==> config.mk <==
export PLATFORM = sky130hd
export DESIGN_NAME = alu_exec_unit
export DESIGN_NICKNAME = d
export VERILOG_FILES = /design/src/rtl/alu_exec_unit.sv
export SDC_FILE = /design/constraint.sdc
export NUM_CORES = 1
export LEC_CHECK = 0
export CELL_PAD_IN_SITES_DETAIL_PLACEMENT = 0
export CELL_PAD_IN_SITES_GLOBAL_PLACEMENT = 1
export CORE_MARGIN = 2
export CORE_UTILIZATION = 40
export CTS_CLUSTER_DIAMETER = 30
export CTS_CLUSTER_SIZE = 10
export DETAILED_ROUTE_END_ITERATION = 10
export PLACE_DENSITY_LB_ADDON = 0.1
export SKIP_LAST_GASP = 1
export SLEW_MARGIN = 20
export SYNTH_ARGS = -nofsm -noshare
export SYNTH_HDL_FRONTEND = slang
export SYNTH_SLANG_ARGS = --single-unit
==> constraint.sdc <==
create_clock -name clk -period 11.6 [get_ports clk]
set_input_delay 2.32 -clock clk [delete_from_list [all_inputs] [get_ports clk]]
set_output_delay 2.32 -clock clk [all_outputs]
set_load 0.01 [all_outputs]
==> src/rtl/alu_exec_unit.sv <==
// rtl/alu_exec_unit.sv - two-stage valid/ready execute ALU with flags and saturating event counters
//
// Purpose:
//   Execute-stage ALU. Stage 1 latches the control code and operands on an input
//   transfer. Stage 2 holds the computed result and flags until downstream takes them.
//   Full backpressure: each stage may advance only when the stage after it can accept.
//
// Ports:
//   clk, rst_n          rising-edge clock, asynchronous active-low reset
//   in_valid/in_ready   upstream handshake; in_ctrl/in_a/in_b sampled on transfer
//   out_valid/out_ready downstream handshake; out_* stable while stalled
//   out_result          WIDTH-bit result (mod 2^WIDTH)
//   out_zero            out_result == 0
//   out_ovf             signed overflow (ADD / SUB only)
//   out_illegal         control code was undefined
//   op_count            delivered results (saturating)
//   ovf_count           delivered results that had out_ovf set (saturating)

module alu_exec_unit #(
  parameter int WIDTH = 32,
  parameter int CNT_W = 16
) (
  input  logic             clk,
  input  logic             rst_n,
  input  logic             in_valid,
  output logic             in_ready,
  input  logic [3:0]       in_ctrl,
  input  logic [WIDTH-1:0] in_a,
  input  logic [WIDTH-1:0] in_b,
  output logic             out_valid,
  input  logic             out_ready,
  output logic [WIDTH-1:0] out_result,
  output logic             out_zero,
  output logic             out_ovf,
  output logic             out_illegal,
  output logic [CNT_W-1:0] op_count,
  output logic [CNT_W-1:0] ovf_count
);

  localparam logic [3:0] OP_AND  = 4'b0000;
  localparam logic [3:0] OP_OR   = 4'b0001;
  localparam logic [3:0] OP_ADD  = 4'b0010;
  localparam logic [3:0] OP_ADDR = 4'b0011;
  localparam logic [3:0] OP_SUB  = 4'b0110;
  localparam logic [3:0] OP_SLT  = 4'b0111;
  localparam logic [3:0] OP_NOR  = 4'b1100;

  localparam logic [CNT_W-1:0] CNT_MAX = {CNT_W{1'b1}};
  localparam logic [CNT_W-1:0] CNT_ONE = {{(CNT_W-1){1'b0}}, 1'b1};

  // Stage 1: operand latch
  logic             r_s1_valid;
  logic [3:0]       r_s1_ctrl;
  logic [WIDTH-1:0] r_s1_a;
  logic [WIDTH-1:0] r_s1_b;

  // Stage 2: result register
  logic             r_s2_valid;
  logic [WIDTH-1:0] r_s2_result;
  logic             r_s2_zero;
  logic             r_s2_ovf;
  logic             r_s2_illegal;

  logic [CNT_W-1:0] r_op_count;
  logic [CNT_W-1:0] r_ovf_count;

  // Handshake
  logic w_s2_ready;
  logic w_s1_ready;
  logic w_in_fire;
  logic w_s1_to_s2;
  logic w_out_fire;

  // Compute
  logic [WIDTH-1:0] w_sum;
  logic [WIDTH-1:0] w_diff;
  logic             w_a_msb;
  logic             w_b_msb;
  logic             w_add_ovf;
  logic             w_sub_ovf;
  logic             w_slt;
  logic [WIDTH-1:0] w_res;
  logic             w_ovf;
  logic             w_ill;
  logic             w_zero;

  // Ready chain looks only at downstream state, never at in_valid, so
  // upstream may legally make in_valid independent of in_ready.
  assign w_s2_ready = !r_s2_valid || out_ready;
  assign w_s1_ready = !r_s1_valid || w_s2_ready;
  assign in_ready   = w_s1_ready;

  assign w_in_fire  = in_valid && w_s1_ready;
  assign w_s1_to_s2 = r_s1_valid && w_s2_ready;
  assign w_out_fire = r_s2_valid && out_ready;

  assign w_sum     = r_s1_a + r_s1_b;
  assign w_diff    = r_s1_a - r_s1_b;
  assign w_a_msb   = r_s1_a[WIDTH-1];
  assign w_b_msb   = r_s1_b[WIDTH-1];
  assign w_add_ovf = (w_a_msb == w_b_msb) && (w_sum[WIDTH-1] != w_a_msb);
  assign w_sub_ovf = (w_a_msb != w_b_msb) && (w_diff[WIDTH-1] != w_a_msb);
  // The sign of a-b is wrong exactly when the subtraction overflows, so
  // flipping it by the overflow bit gives the true signed less-than.
  assign w_slt     = w_diff[WIDTH-1] ^ w_sub_ovf;

  always_comb begin
    w_res = '0;
    w_ovf = 1'b0;
    w_ill = 1'b0;
    case (r_s1_ctrl)
      OP_AND:  w_res = r_s1_a & r_s1_b;
      OP_OR:   w_res = r_s1_a | r_s1_b;
      OP_ADD: begin
        w_res = w_sum;
        w_ovf = w_add_ovf;
      end
      OP_ADDR: w_res = w_sum;
      OP_SUB: begin
        w_res = w_diff;
        w_ovf = w_sub_ovf;
      end
      OP_SLT:  w_res = {{(WIDTH-1){1'b0}}, w_slt};
      OP_NOR:  w_res = ~(r_s1_a | r_s1_b);
      default: w_ill = 1'b1;
    endcase
  end

  assign w_zero = (w_res == '0);

  // Stage 1
  always_ff @(posedge clk or negedge rst_n) begin
    if (!rst_n) begin
      r_s1_valid <= 1'b0;
      r_s1_ctrl  <= 4'b0000;
      r_s1_a     <= '0;
      r_s1_b     <= '0;
    end else begin
      if (w_s1_ready) begin
        r_s1_valid <= in_valid;
      end
      if (w_in_fire) begin
        r_s1_ctrl <= in_ctrl;
        r_s1_a    <= in_a;
        r_s1_b    <= in_b;
      end
    end
  end

  // Stage 2: contents change only when it is empty or being drained, which
  // keeps every out_* stable while out_valid is held against out_ready=0.
  always_ff @(posedge clk or negedge rst_n) begin
    if (!rst_n) begin
      r_s2_valid   <= 1'b0;
      r_s2_result  <= '0;
      r_s2_zero    <= 1'b0;
      r_s2_ovf     <= 1'b0;
      r_s2_illegal <= 1'b0;
    end else begin
      if (w_s2_ready) begin
        r_s2_valid <= r_s1_valid;
      end
      if (w_s1_to_s2) begin
        r_s2_result  <= w_res;
        r_s2_zero    <= w_zero;
        r_s2_ovf     <= w_ovf;
        r_s2_illegal <= w_ill;
      end
    end
  end

  // Event counters, saturating at all-ones
  always_ff @(posedge clk or negedge rst_n) begin
    if (!rst_n) begin
      r_op_count  <= '0;
      r_ovf_count <= '0;
    end else if (w_out_fire) begin
      if (r_op_count != CNT_MAX) begin
        r_op_count <= r_op_count + CNT_ONE;
      end
      if (r_s2_ovf && (r_ovf_count != CNT_MAX)) begin
        r_ovf_count <= r_ovf_count + CNT_ONE;
      end
    end
  end

  assign out_valid   = r_s2_valid;
  assign out_result  = r_s2_result;
  assign out_zero    = r_s2_zero;
  assign out_ovf     = r_s2_ovf;
  assign out_illegal = r_s2_illegal;
  assign op_count    = r_op_count;
  assign ovf_count   = r_ovf_count;

endmodule

# Word-level counts from Yosys, hierarchy flattened
# Cells that the tools add are included.
[op_classes]
n_mux = 3
n_addsub = 4
reduce_logical = 16
n_bitwise = 4
n_eq_ne = 12
[ops]
columns = ["cell", "n"]
rows = [
  ["32-bit one-hot mux with 6 select lines", 1],
  ["16-bit by 1-bit adder with 16-bit output, second input constant", 2],
  ["32-bit adder", 1],
  ["32-bit AND", 1],
  ["32-bit zero test", 1],
  ["16-bit inequality test, second input constant", 2],
  ["32-bit NOT", 1],
  ["32-bit bitwise OR", 1],
  ["32-bit subtractor", 1],
  ["4-bit by 2-bit == test with 1-bit output, second input constant", 2],
  ["4-bit by 3-bit == test with 1-bit output, second input constant", 2],
  ["7-bit OR reduction", 1],
  ["1-bit logical AND", 6],
  ["4-bit by 1-bit == test with 1-bit output, second input constant", 1],
  ["4-bit == test, second input constant", 1],
  ["4-bit zero test", 1],
  ["2-bit AND reduction", 2],
  ["1-bit inequality test", 3],
  ["1-bit zero test", 2],
  ["1-bit logical OR", 2],
  ["1-bit one-hot mux with 2 select lines", 1],
  ["2-bit OR reduction", 1],
  ["1-bit == test", 1],
  ["1-bit 2-to-1 mux", 1],
  ["1-bit XOR", 1],
]
[word_totals]
ff_bits = 137
in_bits = 72

# Depth between registers and ports, before layout
[logic_depth]
ltp_word = 6
ltp_mapped = 23

# Least setup slack after synthesis
# Ideal clock, no wire load.
[synth_timing]
path_kind = "input -> output"
startpoint = "input port out_ready"
endpoint = "output port in_ready"
arrival_ns = 2.534
slack_ns = 6.746
path_stages = 1
n_path_buf = 0
cell_sequence = "nand3b_1"
[synth_via]
elab_chain_cells = 2
[synth_lines]
columns = ["item", "line_no", "source"]
rows = [
  ["from (decl)", "31", "input logic out_ready,"],
  ["1-bit logical OR", "89", "assign w_s2_ready = !r_s2_valid || out_ready;"],
  ["1-bit logical OR", "90", "assign w_s1_ready = !r_s1_valid || w_s2_ready;"],
  ["to (decl)", "26", "output logic in_ready,"],
]
# No other way between the ends.

# Final worst setup path
# Ends and elaborated chain as after synthesis.

==> flow_summary.ini <==
[global_route]
track_usage_pct = 24.8
grt_pass1_vias = 9914
grt_pass1_wl_um = 55600
antenna_found_initial = 1
grt_overflow = 0
grt_max_degree = 83

[hold_path]
hold_depth = 2
hp-class = reg2reg

[sta]
setup_viol = 0
skew_ns = 0.0200
slew_violations = 0
finalCritPeriodShare_pct = 50.6
rsz0062_at_grt = no
timing.fmax_mhz = 170
totalNegativeSetupSlack_ns = 0
relSlewSlack_pct = 37.3
finalHoldViolCount = 0
fin_crit_ns = 5.87
tightestPinTransition_ns = 0.941

[yosys]
yosys-top-cells-area = dfrtp_1, ha_1, mux2_2
synth_seq_cells = 137
synth_xor_area_share_pct = 2.76
synthAdderAreaFrac_pct = 12.0
synth_top_area_share_pct = 30.9
synth-compound-area-share_pct = 21.3
synthSimpleGateAreaFrac_pct = 15.9
synthFlopType = dfrtp_1
netlist_instances = 1284
synth_edf_count = 0
ys_warn_count = 0
synthDistinctLibCells = 83
ys_seq_area_share_pct = 30.9
avgSynthCellArea_um2 = 8.65
synthMuxAreaShare_pct = 10.7
synthesis.nets = 1461
synthArstFlopShare_pct = 100
synth_top_family_by_area = compound AO/OA/AOI/OAI gates
synth_top_area_cell = dfrtp_1
synth_area_um2 = 11100

[cells_and_area]
n_antenna_cell = 0
final_core_util_pct = 48.9
layout_common_cells = clkdlybuf4s50_1, dfrtp_1, nand2_1, inv_1, ha_1
final_layout_size_suffix_gt1_share_pct = 11.5
fin_nets = 1568
syn2layout_area_growth_pct = 21.3
nFillCells = 2685
layout_commonest_cell = clkdlybuf4s50_1

[routing]
wl_per_cell_um = 19.9
drt_wl_total_um = 35400
drt-initial-drc-count = 729
drt.antenna.violating_nets = 0
drc_errors = 0
dr_total_vias = 10100
firstDrtPassIters = 5
vias_per_cell = 5.66

[setup_path]
required_ns = 9.28
critPathMaxStageDelay_ns = 0.56
crit_path_cell_trace = clkdlybuf4s50_1 -> nand3b_1 -> clkdlybuf4s50_1
crit_path_end_kind = primary output
path_buf_inv = 2
path_class = in2out
critPathTopFamily = buffers and inverters
cpMostUsedCell = clkdlybuf4s50_1
r2r.worst_path.cells = 22
cp_max_fo = 3
cp.arrival_ns = 3.55
worst_path_max_delay_cell = clkdlybuf4s50_1
critical_path_depth = 3
start_kind = input port

[pwr]
p_per_area_nw_per_um2 = 181
vdd_drop_max_v = 0.000102
cellLeakagePower_nw = 5.86

[floorplanning]
core_area_um2 = 27600
ios = 141
dieArea_um2 = 29100
initial_utilization_pct = 40.3
dieHeight_um = 171
die_x_um = 171
row_count = 61

[clock_network]
cts_sinks = 137
cts-htree-levels = 4
ctsResizeCount = 0
post_cts_buffers = 0
cts_made_buffers = 17
cts-root-buf = clkbuf_16
cts_tree = built
clock_path_buffers = 2
clock_latency_ns = 0.44
cts_hold_buf = 0
clk_pin_slew_ns = 0.07

[placed_design]
place_hpwl_um = 26000
portBuffers = 140
gp_congestion = 0.917

[job]
maxCapViolations = 0

[run_status]
status = completed
[cells in the mapped netlist (4+ instances only)]
library cell / number
ha_1: 102
buf_1: 8
a221o_1: 11
o21ai_0: 67
nor4_1: 13
clkbuf_1: 34
o21a_1: 7
o22ai_1: 8
o221ai_1: 7
mux2_2: 83
xnor2_1: 22
nand4_1: 25
or2_2: 5
a22oi_1: 17
nor3_1: 24
nor2_1: 89
o21ai_1: 5
o21bai_1: 5
a211oi_1: 22
and3_1: 9
inv_1: 116
a221oi_1: 7
o311ai_0: 7
buf_2: 19
o31ai_1: 15
dfrtp_1: 137
a31oi_1: 8
xor2_1: 13
nand3b_1: 4
nor2b_1: 8
mux2i_1: 25
nand2_1: 121
and2_1: 6
o211ai_1: 19
a21oi_1: 89
a21o_1: 11
nand2b_1: 9
nand3_1: 28
o2111ai_1: 4
[logic make-up after synthesis]
kind of cell	count (synthesis)
xor gates and xnor gates	35
DFF	137
muxes	108
and+or+nand+nor	366
buffers and inverters	181
AOI/OAI and AO/OA	352
adders and majority gates	105
[power by group]
group / leakage (nW) / switching, mW / internal (mW)
combinational: 3.85 / 0.682 / 0.477
clock: 0.311 / 0.251 / 0.354
sequential: 1.69 / 0.0958 / 0.576
total: 5.86 / 1.03 / 1.41
[stage by stage]
| stage | setup WS (ns) | hold WS, ns | cell area, µm² | cells | power (mW) |
|---|---|---|---|---|---|
| final | 5.73 | 0.481 | 13500 | 1782 | 2.44 |
| after global routing | 5.56 | 0.514 | 13500 | 1782 | 2.60 |
| after CTS | 5.73 | 0.489 | 13500 | 1782 | 2.44 |
| after detailed placement | 5.74 | 0.473 | 12800 | 1750 | 1.82 |
| after global placement | 5.76 | 0.467 | 12800 | 1750 | 1.82 |
| after floorplan | 6.75 | 0.480 | 11100 | 1284 | 1.39 |
[worst paths after layout]
path	from	end	slack (ns)
setup / recovery	out_ready	in_ready	5.73
hold / removal	out_result[7]	out_result[7]	0.48
setup reg to reg	r_s1_a[6]	out_zero	6.13
hold reg to reg	out_result[7]	out_result[7]	0.48
max in group asynchronous	rst_n	r_s1_ctrl[0]	8.38
min in group asynchronous	rst_n	r_s1_a[11]	1.93
[registers in the layout (all words and copies together), names as in the netlist]
name and cells:
r_s1_a 32, out_zero 1, op_count 16, r_s1_valid 1, out_valid 1, out_result 32
ovf_count 16, out_ovf 1, r_s1_ctrl 4, r_s1_b 32, out_illegal 1
[metal layers]
metal,global-route usage [%],vias up,wire length [µm]
met5,0,-,13
met4,8.70,2,1030
met3,5.30,64,2230
met2,38.4,329,15700
met1,34.1,4852,16400
li1,-,4840,-
[final cells by class]
cell class | instances | area [µm²] | share of cell area, %
well taps | 378 | 473 | 3.51
inverters | 117 | 439 | 3.26
repair buffers | 152 | 1490 | 11.1
flip-flops and latches | 137 | 3430 | 25.5
multi-input cells | 966 | 7000 | 52.0
clock inverters | 14 | 200 | 1.49
clock buffers | 18 | 439 | 3.26
[worst register-to-register path, stage by stage (launching register included)]
cell      delay (ns)
dfrtp_1         0.39
inv_1           0.06
ha_1            0.42
nor2b_2         0.28
o311ai_0        0.19
a21oi_1         0.47
nor2_1          0.16
o21ai_0         0.51
a21oi_1         0.22
a21oi_1         0.24
a21oi_1         0.10
nor2_1          0.09
nor2_1          0.05
fa_1            0.38
mux2i_1         0.15
o31ai_1         0.11
nor4bb_1        0.28
nand4_1         0.12
or4_1           0.48
nor3_2          0.17
nand4_1         0.15
nor4_2          0.25
a22o_1          0.15
Note: power is estimated with default switching activity, not from simulation.
